File: config.mk
export PLATFORM = sky130hd
export DESIGN_NAME = rcpu_datapath_flat
export DESIGN_NICKNAME = d
export VERILOG_FILES = /design/src/rtl/rcpu_datapath_if.sv /design/src/rtl/rcpu_datapath.sv /design/src/flat_wrapper.sv
export SDC_FILE = /design/constraint.sdc
export NUM_CORES = 1
export LEC_CHECK = 0
export CAP_MARGIN = 5
export CORE_MARGIN = 10
export CORE_UTILIZATION = 49
export DETAILED_ROUTE_END_ITERATION = 7
export PLACE_DENSITY_LB_ADDON = 0.15
export SKIP_LAST_GASP = 1
export SYNTH_ARGS = -nofsm -noshare
export SYNTH_HDL_FRONTEND = slang
export SYNTH_SLANG_ARGS = --single-unit
File: constraint.sdc
create_clock -name clk -period 2.8 [get_ports clk]
set_clock_uncertainty 0.15 [all_clocks]
set_input_delay 0.56 -clock clk [delete_from_list [all_inputs] [get_ports clk]]
set_output_delay 0.56 -clock clk [all_outputs]
set_load 0.005 [all_outputs]
File: src/rtl/rcpu_datapath_if.sv
// Command and memory bus between the rcpu control unit / RAM side (master)
// and the datapath (slave).
//
// Strobe semantics: there is no valid/ready pairing on this bus. Every
// strobe is a level sampled at each rising clock edge and acts in that
// cycle only. INSTR, mem_addr, mem_wdata and mem_we are combinational
// results of the current state and strobes. mem_rdata must be valid in the
// same cycle as mem_addr, because the RAM has an asynchronous read.
interface rcpu_datapath_if #(
  parameter int DATA_W = 8,
  parameter int ADDR_W = 5
);
  logic              WEa;
  logic              WEb;
  logic              WEpc;
  logic              CTRLa;
  logic              CTRLpc;
  logic              CTRLaddr;
  logic              RW;
  logic              CIN;
  logic [2:0]        INSTR;
  logic              OVF;
  logic [ADDR_W-1:0] mem_addr;
  logic [DATA_W-1:0] mem_wdata;
  logic              mem_we;
  logic [DATA_W-1:0] mem_rdata;

  // Control unit plus RAM: issues strobes and returns read data.
  modport master (
    output WEa, WEb, WEpc, CTRLa, CTRLpc, CTRLaddr, RW, CIN, mem_rdata,
    input  INSTR, OVF, mem_addr, mem_wdata, mem_we
  );

  // Datapath: executes strobes and drives the RAM address/write side.
  modport slave (
    input  WEa, WEb, WEpc, CTRLa, CTRLpc, CTRLaddr, RW, CIN, mem_rdata,
    output INSTR, OVF, mem_addr, mem_wdata, mem_we
  );
endinterface

File: src/rtl/rcpu_datapath.sv
// rcpu_datapath: executing end of the rcpu control-unit command bus.
// Owns PC, A, B, OPR (operand address) and OVF plus the adder/subtractor.
// There is no FSM here; sequencing belongs to the control unit, and the
// current PC is exposed on pc_dbg for observation.
// Optional feature: define DP_INSTR_CNT_EN to add a saturating 16-bit
// instr_cnt output that counts fetch-advance cycles.
// Requires ADDR_W <= DATA_W-3 (operand field sits below the opcode).
module rcpu_datapath #(
  parameter int DATA_W = 8,
  parameter int ADDR_W = 5
) (
  input  logic              clk,
  input  logic              reset,
  rcpu_datapath_if.slave    bus,
  output logic [ADDR_W-1:0] pc_dbg
`ifdef DP_INSTR_CNT_EN
  ,
  output logic [15:0]       instr_cnt
`endif
);

  localparam int MSB = DATA_W - 1;

  logic [ADDR_W-1:0] pc;
  logic [ADDR_W-1:0] opr;
  logic [DATA_W-1:0] a;
  logic [DATA_W-1:0] b;
  logic              ovf;

  logic [DATA_W-1:0] b_op;
  logic [DATA_W-1:0] sum;
  logic              v;
  logic              fetch_adv;
  logic              alu_wr;

  // ALU: A+B, or A-B as A + ~B + 1; carry-out is dropped, signed overflow kept.
  always_comb begin
    b_op = bus.CIN ? ~b : b;
    sum  = a + b_op + {{(DATA_W-1){1'b0}}, bus.CIN};
    v    = (a[MSB] == b_op[MSB]) && (sum[MSB] != a[MSB]);
  end

  // Fetch-advance is the only cycle that captures an operand address.
  assign fetch_adv = bus.WEpc && !bus.CTRLpc && !bus.CTRLaddr;
  assign alu_wr    = bus.WEa && !bus.CTRLa;

  // PC: jump to OPR, increment with silent wrap, or hold (HALT).
  always_ff @(posedge clk or negedge reset) begin
    if (!reset) begin
      pc <= '0;
    end else if (bus.WEpc) begin
      if (bus.CTRLpc) pc <= opr;
      else            pc <= pc + {{(ADDR_W-1){1'b0}}, 1'b1};
    end
  end

  // OPR: operand field of the word being fetched.
  always_ff @(posedge clk or negedge reset) begin
    if (!reset) begin
      opr <= '0;
    end else if (fetch_adv) begin
      opr <= bus.mem_rdata[ADDR_W-1:0];
    end
  end

  // A: load from memory or take the ALU result; OVF follows ALU writes only.
  always_ff @(posedge clk or negedge reset) begin
    if (!reset) begin
      a   <= '0;
      ovf <= 1'b0;
    end else if (bus.WEa) begin
      if (bus.CTRLa) begin
        a <= bus.mem_rdata;
      end else begin
        a <= sum;
      end
      if (alu_wr) ovf <= v;
    end
  end

  // B: load from memory.
  always_ff @(posedge clk or negedge reset) begin
    if (!reset) begin
      b <= '0;
    end else if (bus.WEb) begin
      b <= bus.mem_rdata;
    end
  end

`ifdef DP_INSTR_CNT_EN
  // Saturating count of fetch-advance cycles.
  always_ff @(posedge clk or negedge reset) begin
    if (!reset) begin
      instr_cnt <= '0;
    end else if (fetch_adv && (instr_cnt != 16'hFFFF)) begin
      instr_cnt <= instr_cnt + 16'd1;
    end
  end
`endif

  // Memory side: reset blocks any in-flight store and parks the address at 0.
  always_comb begin
    bus.mem_addr  = reset ? (bus.CTRLaddr ? opr : pc) : '0;
    bus.mem_we    = bus.RW && reset;
    bus.mem_wdata = a;
    bus.INSTR     = bus.mem_rdata[MSB -: 3];
    bus.OVF       = ovf;
  end

  assign pc_dbg = pc;

endmodule

File: src/flat_wrapper.sv
// flat-port wrapper written by rule: the top's interface ports become plain ports
module rcpu_datapath_flat 
#(
  parameter int DATA_W = 8,
  parameter int ADDR_W = 5
)
  (clk, reset, pc_dbg, bus_WEa, bus_WEb, bus_WEpc, bus_CTRLa, bus_CTRLpc, bus_CTRLaddr, bus_RW, bus_CIN, bus_mem_rdata, bus_INSTR, bus_OVF, bus_mem_addr, bus_mem_wdata, bus_mem_we);
  rcpu_datapath_if #(.DATA_W(DATA_W), .ADDR_W(ADDR_W)) bus_i ();
  input  logic clk;
  input  logic reset;
  output logic [ADDR_W-1:0] pc_dbg;
  input wire logic [$bits(bus_i.WEa)-1:0] bus_WEa;
  input wire logic [$bits(bus_i.WEb)-1:0] bus_WEb;
  input wire logic [$bits(bus_i.WEpc)-1:0] bus_WEpc;
  input wire logic [$bits(bus_i.CTRLa)-1:0] bus_CTRLa;
  input wire logic [$bits(bus_i.CTRLpc)-1:0] bus_CTRLpc;
  input wire logic [$bits(bus_i.CTRLaddr)-1:0] bus_CTRLaddr;
  input wire logic [$bits(bus_i.RW)-1:0] bus_RW;
  input wire logic [$bits(bus_i.CIN)-1:0] bus_CIN;
  input wire logic [$bits(bus_i.mem_rdata)-1:0] bus_mem_rdata;
  output wire logic [$bits(bus_i.INSTR)-1:0] bus_INSTR;
  output wire logic [$bits(bus_i.OVF)-1:0] bus_OVF;
  output wire logic [$bits(bus_i.mem_addr)-1:0] bus_mem_addr;
  output wire logic [$bits(bus_i.mem_wdata)-1:0] bus_mem_wdata;
  output wire logic [$bits(bus_i.mem_we)-1:0] bus_mem_we;
  assign bus_i.WEa = bus_WEa;
  assign bus_i.WEb = bus_WEb;
  assign bus_i.WEpc = bus_WEpc;
  assign bus_i.CTRLa = bus_CTRLa;
  assign bus_i.CTRLpc = bus_CTRLpc;
  assign bus_i.CTRLaddr = bus_CTRLaddr;
  assign bus_i.RW = bus_RW;
  assign bus_i.CIN = bus_CIN;
  assign bus_i.mem_rdata = bus_mem_rdata;
  assign bus_INSTR = bus_i.INSTR;
  assign bus_OVF = bus_i.OVF;
  assign bus_mem_addr = bus_i.mem_addr;
  assign bus_mem_wdata = bus_i.mem_wdata;
  assign bus_mem_we = bus_i.mem_we;
  rcpu_datapath #(.DATA_W(DATA_W), .ADDR_W(ADDR_W)) u_core (.clk(clk), .reset(reset), .bus(bus_i), .pc_dbg(pc_dbg));
endmodule
==> results of run 1 <==
## worst reg2reg max path, delay by kind of cell (launching register included)
kind | cells | cell delay (ps)
AO/OA/AOI/OAI | 4 | 600
XOR/XNOR | 1 | 170
adder cells (fa/ha/maj) | 1 | 410
flip-flops | 1 | 450
multiplexers | 1 | 330
AND/OR/NAND/NOR | 1 | 50
## power breakdown
group / switching [mW] / leakage [nW] / internal, mW
Clock: 0.117 / 0.0150 / 0.0558
Sequential: 0.0913 / 0.315 / 0.479
Combinational: 0.333 / 0.587 / 0.450
## per-stage QoR
stage	instances	area [um2]
final	245	2140
after global routing	245	2140
after CTS	245	2140
after detailed placement	241	2110
after global placement	241	2110
after floorplan	159	1650
## state kept, by name, indices dropped and copies added (netlist names)
name and flops:
u_core.b 8, u_core.bus.OVF 1, u_core.bus.mem_wdata 8, u_core.opr 5, u_core.pc_dbg 5
## area by class of cell
| type | count | share of cell area |
|---|---|---|
| clock buffer | 4 | 0.0123 |
| inverter | 4 | 0.00701 |
| multi-input combinational | 118 | 0.418 |
| sequential | 27 | 0.316 |
| tap | 44 | 0.0257 |
| timing repair buffer | 48 | 0.221 |
## final timing paths
| path | end | cells past startpoint |
|---|---|---|
| worst max-delay path | bus_mem_addr[4] | 4 |
| worst min-delay path | u_core.opr[0] | 2 |
| worst max register to register | u_core.bus.mem_wdata[4] | 8 |
| worst min register to register | u_core.b[2] | 1 |
| max in group asynchronous | u_core.opr[3] | 3 |
| min in group clk | u_core.b[2] | 1 |
## layer usage
layer  up-vias  GRT usage  routed length (um)
li1        646          -                   -
met1       636      0.148                1730
met2        41      0.230                1950
met3         4     0.0242                 177
met4         0     0.0323                  31
met5         -          0                   0
## logic make-up after synthesis
family                   share of synthesized area
AO/OA/AOI/OAI                                0.150
XOR/XNOR                                    0.0691
adder cells (fa/ha/maj)                     0.0653
buffers and inverters                       0.0456
flip-flops                                   0.410
multiplexers                                 0.153
AND/OR/NAND/NOR                              0.106
## cells in the final DEF (no fill, tap or decap), drive strengths merged
master / n
clkbuf: 4
buf: 8
o221ai: 2
ha: 7
fa: 1
clkdlybuf4s50: 40
and2: 3
nor3b: 1
and3: 1
nand2: 10
a21oi: 18
a22o: 1
a31o: 1
o21ai: 7
nor2: 8
nor2b: 5
nand2b: 1
a21o: 2
a31oi: 1
o22ai: 4
xnor2: 4
xor2: 9
mux2i: 8
inv: 4
mux2: 15
a21boi: 1
nand3: 6
a41oi: 1
dfrtp: 27
or3: 1
==> out/results.ini, run 1 <==
[grt]
grt_first_pass_wirelength_um=6410
number_of_antenna_violations_at_the_first_check_in_global_routing=0
grt_pass1_vias=1367
global_route_usage_over_all_layers=0.127
grt_overflow_total=0
grt_max_degree=21

[yosys]
netlist_top_cells_area=sky130_fd_sc_hd__dfrtp_1 41%, sky130_fd_sc_hd__mux2_2 9.6%, sky130_fd_sc_hd__a21oi_1 5.5%
yosysWarnings=0
netlist_instances=159
netlist_top_cells_count=27 x sky130_fd_sc_hd__dfrtp_1, 18 x sky130_fd_sc_hd__a21oi_1, 14 x sky130_fd_sc_hd__mux2_2, 10 x sky130_fd_sc_hd__nand2_1, 9 x sky130_fd_sc_hd__xor2_1
yosysMostFrequentCell=sky130_fd_sc_hd__dfrtp_1
primary_ff_master_synth=sky130_fd_sc_hd__dfrtp_1
synth.ff_latch_count=27
synth_largest_type_area_fraction=0.410
postSynthNetCount=185
sequential_share_of_the_synthesized_area=0.410
yosys.area.top_type=sky130_fd_sc_hd__dfrtp_1
async_flop_share=1.00
number_of_enable_type_register_cells_in_the_synthesized_netlist=0
syn-mean-instance-area_um2=10.4
count_of_different_cell_masters_after_synthesis=33
syn_area_um2=1650

[sta]
report.final.setup_viol=0
final-hold-violation-count=0
top_achievable_clock_speed_mhz=367
transition_time_at_the_pin_with_the_least_slew_margin_ps=687
final.setup.worst_slack_ps=75.8
grt_setup_unrepaired=false
fin_crit_ps=2720
maxSlewHeadroom=0.541
fin_setup_tns_ps=0
final.period_utilization=0.973
hold_slack_ps=396
number_of_max_slew_violations_in_the_final_report=0

[cells_and_area]
fillers=248
post_layout_nets=228
diodes=0
postLayoutCoreUtil=0.684
multi_input_area_um2=896
seq_area_um2=676
drive_above_1_share=0.144
area_delta_synth_final_pct=30.0

[hold_path]
hp-class=input pin to async pin

[routing]
drt_pre_antenna_iters=4
detail_route.wirelength_um=3890
routed_via_density=5.42
wl_per_cell_um=15.9
vias=1327
final_antenna_net_count=0
drt-initial-drc-count=68
post-route-drc-count=0

[clock_tree]
cts_hold_buf=0
cts_num_sinks=27
cts_setup_buffers=0
worst_skew_pair.late_latency_ps=330
clk_transition_reported_paths_ps=140
cts_resized=0
max-clock-path-buffers=2
cts-root-buf=sky130_fd_sc_hd__clkbuf_4
clock_tree.htree_level_count=1
cts_tree=yes
total_cts_buffers=3

[critical_path]
cp_required_ps=2090
critical_path_peak_fanout=6
critical_path.startpoint_type=input pin
endpoint_kind=output port
r2r-start=u_core.b[0]
crit_path_frequent_cell=sky130_fd_sc_hd__clkdlybuf4s50_1
setup.worst_path.class=input pin to output port
cp.buffers_inverters=2
crit_path_cell_trace=clkdlybuf4s50_1, mux2i_1, nor2b_1, clkdlybuf4s50_1
timing.reg2reg.setup_slack_ps=500
cpMaxStageDelayCell=sky130_fd_sc_hd__clkdlybuf4s50_1
slowest_delay_ps=680
timing.critical_path.from=bus_CTRLaddr
arrival_ps=2010
critPathTopFamily=buffers and inverters

[floorplan]
ios=41
core_um2=3130
die_width_um=78.0
placement_rows=20
die_area_um2=6080
chipHeight_um=78.0
initial_core_util=0.526

[pwr]
p_total_mw=1.53
peak_supply_drop_mv=0.440
cellLeakagePower_nw=0.918
powerDensity_nw_per_um2=713

[job]
max_cap_viols=0

[place]
gp_routability_congestion=0.783
preCtsSetupSlack_ps=-162
dpl.hpwl_um=3080
io_buffers=40

[status]
outcome=completed

No activity file was read; power rests on OpenSTA's default activity.
==> run 2, diff against run 1 <==
- SKIP_LAST_GASP: 1 -> unset
==> results of run 2 <==
No change in the layout: final DEF, timing and power equal those of run 1.
